--- config.mk ---
export PLATFORM = sky130hd
export DESIGN_NAME = multi_acc_flat
export DESIGN_NICKNAME = d
export VERILOG_FILES = /design/src/rtl/multi_acc_if.sv /design/src/rtl/multi_acc.sv /design/src/flat_wrapper.sv
export SDC_FILE = /design/constraint.sdc
export NUM_CORES = 1
export LEC_CHECK = 0
export BUFFER_PORTS_ARGS = -buffer_cell sky130_fd_sc_hd__buf_2
export CAP_MARGIN = 5
export CORE_MARGIN = 3
export CORE_UTILIZATION = 50
export DETAILED_ROUTE_END_ITERATION = 10
export GPL_TIMING_DRIVEN = 1
export PLACE_DENSITY = 0.8
export SLEW_MARGIN = 20
export SYNTH_ARGS = -nofsm -noshare
export SYNTH_HDL_FRONTEND = slang
export SYNTH_SLANG_ARGS = --single-unit
--- constraint.sdc ---
create_clock -name clk -period 3.1 [get_ports clk]
set_input_delay 0.155 -clock clk [delete_from_list [all_inputs] [get_ports clk]]
set_output_delay 0.155 -clock clk [all_outputs]
set_load 0.01 [all_outputs]
--- src/rtl/multi_acc_if.sv ---
// Handshake bundle between the multiplier partial-product stream, the
// accumulator, and the result writeback.
interface multi_acc_if #(
   parameter int ACC_WIDTH = 24
);
   logic                 pp_vld;
   logic [15:0]          pp_data;
   logic                 pp_last;
   logic                 pp_rdy;
   logic                 acc_clr;
   logic                 out_vld;
   logic [ACC_WIDTH-1:0] out_data;
   logic                 out_ovf;
   logic                 out_rdy;
   logic                 acc_busy;

   modport master (
      output pp_vld, pp_data, pp_last, acc_clr, out_rdy,
      input  pp_rdy, out_vld, out_data, out_ovf, acc_busy
   );

   modport slave (
      input  pp_vld, pp_data, pp_last, acc_clr, out_rdy,
      output pp_rdy, out_vld, out_data, out_ovf, acc_busy
   );
endinterface

--- src/rtl/multi_acc.sv ---
// Saturating dot-product accumulator: sums the partial products of DOT_LEN
// multiplies and presents the clamped total on a valid/ready output register.
module multi_acc #(
   parameter int DOT_LEN   = 4,
   parameter int ACC_WIDTH = 24
) (
   input logic        clk,
   input logic        rst_n,
   multi_acc_if.slave bus
);
   localparam int CNT_W = (DOT_LEN > 1) ? $clog2(DOT_LEN) : 1;
   localparam logic [CNT_W-1:0] LAST_TERM = CNT_W'(DOT_LEN - 1);

   localparam logic [0:0] ST_IDLE = 1'b0;
   localparam logic [0:0] ST_ACC  = 1'b1;

   localparam logic [ACC_WIDTH-1:0] SAT_MAX = {1'b0, {(ACC_WIDTH-1){1'b1}}};
   localparam logic [ACC_WIDTH-1:0] SAT_MIN = {1'b1, {(ACC_WIDTH-1){1'b0}}};

   logic [0:0]           state;
   logic [ACC_WIDTH-1:0] acc;
   logic [CNT_W-1:0]     term_cnt;
   logic                 ovf;
   logic                 out_vld;
   logic [ACC_WIDTH-1:0] out_data;
   logic                 out_ovf;

   logic                 at_last_term;
   logic                 pp_rdy;
   logic                 accept;
   logic                 final_beat;
   logic [ACC_WIDTH:0]   sum_wide;
   logic                 beat_ovf;
   logic [ACC_WIDTH-1:0] sum;

   always_comb begin
      at_last_term = (term_cnt == LAST_TERM);
      // Stall only the final beat of a dot product while the previous result is still held.
      pp_rdy       = ~bus.acc_clr & ~(out_vld & ~bus.out_rdy & at_last_term);
      accept       = bus.pp_vld & pp_rdy;
      final_beat   = accept & bus.pp_last & at_last_term;

      sum_wide = {acc[ACC_WIDTH-1], acc}
               + {{(ACC_WIDTH+1-16){bus.pp_data[15]}}, bus.pp_data};
      beat_ovf = sum_wide[ACC_WIDTH] ^ sum_wide[ACC_WIDTH-1];
      if (!beat_ovf)
         sum = sum_wide[ACC_WIDTH-1:0];
      else if (sum_wide[ACC_WIDTH])
         sum = SAT_MIN;
      else
         sum = SAT_MAX;
   end

   always_ff @(posedge clk) begin
      if (!rst_n) begin
         state    <= ST_IDLE;
         acc      <= '0;
         term_cnt <= '0;
         ovf      <= 1'b0;
         out_vld  <= 1'b0;
         out_data <= '0;
         out_ovf  <= 1'b0;
      end else begin
         if (bus.acc_clr) begin
            state    <= ST_IDLE;
            acc      <= '0;
            term_cnt <= '0;
            ovf      <= 1'b0;
         end else if (accept) begin
            if (final_beat) begin
               state    <= ST_IDLE;
               acc      <= '0;
               term_cnt <= '0;
               ovf      <= 1'b0;
            end else begin
               state <= ST_ACC;
               acc   <= sum;
               ovf   <= ovf | beat_ovf;
               if (bus.pp_last)
                  term_cnt <= term_cnt + CNT_W'(1);
            end
         end

         // A new final beat wins over the handshake so back-to-back results keep out_vld high.
         if (final_beat) begin
            out_vld  <= 1'b1;
            out_data <= sum;
            out_ovf  <= ovf | beat_ovf;
         end else if (out_vld & bus.out_rdy) begin
            out_vld <= 1'b0;
         end
      end
   end

   assign bus.pp_rdy   = pp_rdy;
   assign bus.out_vld  = out_vld;
   assign bus.out_data = out_data;
   assign bus.out_ovf  = out_ovf;
   assign bus.acc_busy = (state == ST_ACC) | out_vld;
endmodule
--- src/flat_wrapper.sv ---
// flat-port wrapper written by rule: the top's interface ports become plain ports
module multi_acc_flat 
#(
   parameter int DOT_LEN   = 4,
   parameter int ACC_WIDTH = 24
)
  (clk, rst_n, bus_pp_vld, bus_pp_data, bus_pp_last, bus_acc_clr, bus_out_rdy, bus_pp_rdy, bus_out_vld, bus_out_data, bus_out_ovf, bus_acc_busy);
  multi_acc_if #(.ACC_WIDTH(ACC_WIDTH)) bus_i ();
  input logic clk;
  input logic rst_n;
  input wire logic [$bits(bus_i.pp_vld)-1:0] bus_pp_vld;
  input wire logic [$bits(bus_i.pp_data)-1:0] bus_pp_data;
  input wire logic [$bits(bus_i.pp_last)-1:0] bus_pp_last;
  input wire logic [$bits(bus_i.acc_clr)-1:0] bus_acc_clr;
  input wire logic [$bits(bus_i.out_rdy)-1:0] bus_out_rdy;
  output wire logic [$bits(bus_i.pp_rdy)-1:0] bus_pp_rdy;
  output wire logic [$bits(bus_i.out_vld)-1:0] bus_out_vld;
  output wire logic [$bits(bus_i.out_data)-1:0] bus_out_data;
  output wire logic [$bits(bus_i.out_ovf)-1:0] bus_out_ovf;
  output wire logic [$bits(bus_i.acc_busy)-1:0] bus_acc_busy;
  assign bus_i.pp_vld = bus_pp_vld;
  assign bus_i.pp_data = bus_pp_data;
  assign bus_i.pp_last = bus_pp_last;
  assign bus_i.acc_clr = bus_acc_clr;
  assign bus_i.out_rdy = bus_out_rdy;
  assign bus_pp_rdy = bus_i.pp_rdy;
  assign bus_out_vld = bus_i.out_vld;
  assign bus_out_data = bus_i.out_data;
  assign bus_out_ovf = bus_i.out_ovf;
  assign bus_acc_busy = bus_i.acc_busy;
  multi_acc #(.DOT_LEN(DOT_LEN), .ACC_WIDTH(ACC_WIDTH)) u_core (.clk(clk), .rst_n(rst_n), .bus(bus_i));
endmodule
==> results.txt <==
outcome: complete, no violations
setup TNS: 0 ns
first-pass GRT wire length: 13300 µm
crit-path cells: ha_1 > inv_1 > fa_1 > nand2b_1 > a21oi_1 > o21ai_1 > a311oi_2 > nor2_1 > a31oi_1 > and3_2 > a22o_1
H-Tree Level Count: 2
Crit Path Category: reg2reg
vias per std cell: 5.94
Final setup viols: 0
postcts setup bufs: 0
min cycle time layout: 2.93 ns
initial antenna violation count: 0
clock sinks: 54
largest net degree at the start of global routing: 22
area of placed instances: 3560 µm²
CTS tree: yes
Remaining DRCs: 0
die height: 86.7 µm
f_max: 0.341 GHz
DR pass1 iterations: 4
clock-pin slew on the worst setup and hold paths: 0.10 ns
Net Count, Synth: 413
Place WS: 0.216 ns
nets@finish: 461
hpwl dp: 5900 µm
final instance area: 3710 µm²
GRT overflow: 0
CP peak stage delay: 0.41 ns
root buffer cell: clkbuf_8
DRT Wirelength: 7720 µm
MaxCap Viol Count: 0
Leak: 0.00176 µW
full die area: 7520 µm²
Diodes inserted: 0
Mapped Avg Cell Area: 8.92 µm²
initial drt markers: 194
PortBufs: 49
Antenna Violating Nets Remaining: 0
CTS buffer count: 5
Top delay family on crit path: compound AO/OA/AOI/OAI gates
Worst Tran Pin Value: 0.471 ns
Post-Syn Instances: 365
period utilization: 94.5%
Synth Register Bits: 54
Routed WL per cell: 15.8 µm
RSZ-0062 raised after global routing: no
Final Max Tran Viols: 0
cell taking the most area after synthesis: dfxtp_1
fraction of registers with async set/reset: 0%
# hold bufs at CTS: 0
Worst Path Max Fanout: 13
sequential fraction of the synthesis area: 33.2%
slew margin rel.: 68.4%
Die Wd: 86.7 µm
maximum VDD drop: 0.000364 V
skew final: 0.0116 ns
Worst setup SP type: register
slowest CP cell: and3_2
Synth area leaders: dfxtp_1 (33%), ha_1 (9.6%), a22o_1 (5.9%), a21oi_1 (5.5%), nand2_1 (4.4%)
vias after detailed routing: 2906
CORE AREA: 6100 µm²
Post-Syn Area: 3260 µm²
CTS Buffer Depth: 2
Total GRT Usage: 21.9%
Main synth FF type: dfxtp_1
Hold Crit Class: in2reg
GP Congestion: 0.992
row count: 28
Worst setup EP type: register
Initial Util: 53.4%
Netlist cell types: 60
Buf/Inv on CP: 1
CP arrival: 3.18 ns
Final Hold Fails: 0
Critical Path RT: 3.35 ns
latest clock arrival within the worst-skew pair: 0.31 ns
final worst setup slack: 0.169 ns
I/O pins: 50
Post-synth EDFFs: 0
Yosys warning count: 0
PwrDens: 410 nW/µm²
layout cell share with drive strength beyond 1: 19.6%
Yosys top cell area share: 33.2%
vias in the first global route: 2921
area growth from synthesis to layout: 13.9%
==> cell type report <==
class                      count  area, µm²
fill                         573       2390
inverter                      10       37.5
timing repair buffer          55        294
clock buffer                   6       82.6
tap                           75       93.8
clock inverter                 2       60.1
multi-input combinational    287       2060
sequential                    54       1080
==> power by group <==
| group | switching, µW | total (µW) | internal, µW |
|---|---|---|---|
| combinational | 142 | 238 | 95.3 |
| clock | 229 | 573 | 344 |
| sequential | 6.18 | 709 | 703 |
| total | 377 | 1520 | 1140 |
==> Yosys cell counts (3+ instances only) <==
master and count:
a211o_1 3, a21boi_0 5, a21o_1 10, a21oi_1 36
a221o_1 7, a22o_1 22, a31oi_1 6, a32o_1 3
and2_1 7, and3_1 4, buf_2 5, clkbuf_1 6
dfxtp_1 54, ha_1 25, inv_1 10, nand2_1 38
nand2b_1 4, nand3_1 6, nor2_1 14, nor3_1 4
nor3b_1 3, o21a_1 4, o21ai_0 23, o31a_1 3
xnor2_1 10, xor2_1 8
==> state kept, by name (all words and copies together), names as in the netlist <==
register and cells:
u_core.acc 24, u_core.bus.out_data 24, u_core.term_cnt 2, u_core.bus.out_ovf 1, u_core.bus.out_vld 1, u_core.ovf 1, u_core.state 1
==> layer usage <==
layer,up-vias,share of wire [%],global-route usage [%]
li1,1468,-,-
met1,1346,45,27.4
met2,81,48,37.8
met3,11,5.7,3.90
met4,0,1.6,7.37
met5,-,0,0
==> worst register-to-register path, delay by kind of cell (launching register included) <==
| kind | cells | cell delay [ns] |
|---|---|---|
| flops | 1 | 0.35 |
| simple gates | 3 | 0.70 |
| buf+inv | 1 | 0.06 |
| compound gates | 5 | 1.15 |
| fa+ha+maj | 2 | 0.59 |
==> through the flow <==
step           utilization, %  cells  total power [µW]  hold slack (ns)
2_1_floorplan               -    365               899            0.315
3_3_place_gp             58.5    481               955            0.439
3_5_place_dp             58.5    481               958            0.457
4_1_cts                  60.8    489              1530            0.115
5_1_grt                  60.9    489              1580            0.155
6_report                 60.9    489              1520            0.113
==> logic make-up (layout without fill, tap and decap cells) <==
family          after synthesis  count (layout)  share of synthesized area [%]
flops                        54              54                           33.2
fa+ha+maj                    28              28                           10.9
compound gates              144             144                           31.6
buf+inv                      24              73                           3.53
mux                           1               1                          0.461
simple gates                 95              95                           14.9
xor+xnor                     19              19                           5.34
==> worst paths after layout <==
path / startpoint / end / slack [ns] / cells after the start
worst max-delay path: u_core.acc[0] / u_core.bus.out_data[21] / 0.17 / 11
worst min-delay path: bus_out_rdy / u_core.bus.out_vld / 0.11 / 4
worst max register to register: u_core.acc[0] / u_core.bus.out_data[21] / 0.17 / 11
worst min register to register: u_core.acc[17] / u_core.acc[17] / 0.48 / 2
==> placed cells by master, fill, tap and decap left out, types with 3 or more instances in the layout <==
| master | instances |
|---|---|
| nor2_1 | 14 |
| o21ai_0 | 23 |
| a21oi_1 | 36 |
| a221o_1 | 7 |
| a21o_1 | 10 |
| a31oi_1 | 6 |
| ha_1 | 25 |
| nand2_1 | 38 |
| and2_1 | 7 |
| a22o_1 | 22 |
| dfxtp_1 | 54 |
| a211o_1 | 3 |
| nor3_1 | 4 |
| a21boi_0 | 5 |
| nand2b_1 | 4 |
| buf_4 | 5 |
| inv_1 | 10 |
| buf_2 | 49 |
| a32o_1 | 3 |
| o21a_1 | 4 |
| nand3_1 | 6 |
| and3_1 | 4 |
| nor3b_1 | 3 |
| o31a_1 | 3 |
| xor2_1 | 8 |
| xnor2_1 | 10 |
| clkbuf_8 | 6 |
==> timing repair <==
item,CTS,global route
resized for setup,0,1
endpoints found under the hold margin,0,0
setup endpoints to repair,0,17
(Power assumes the default switching activity.)
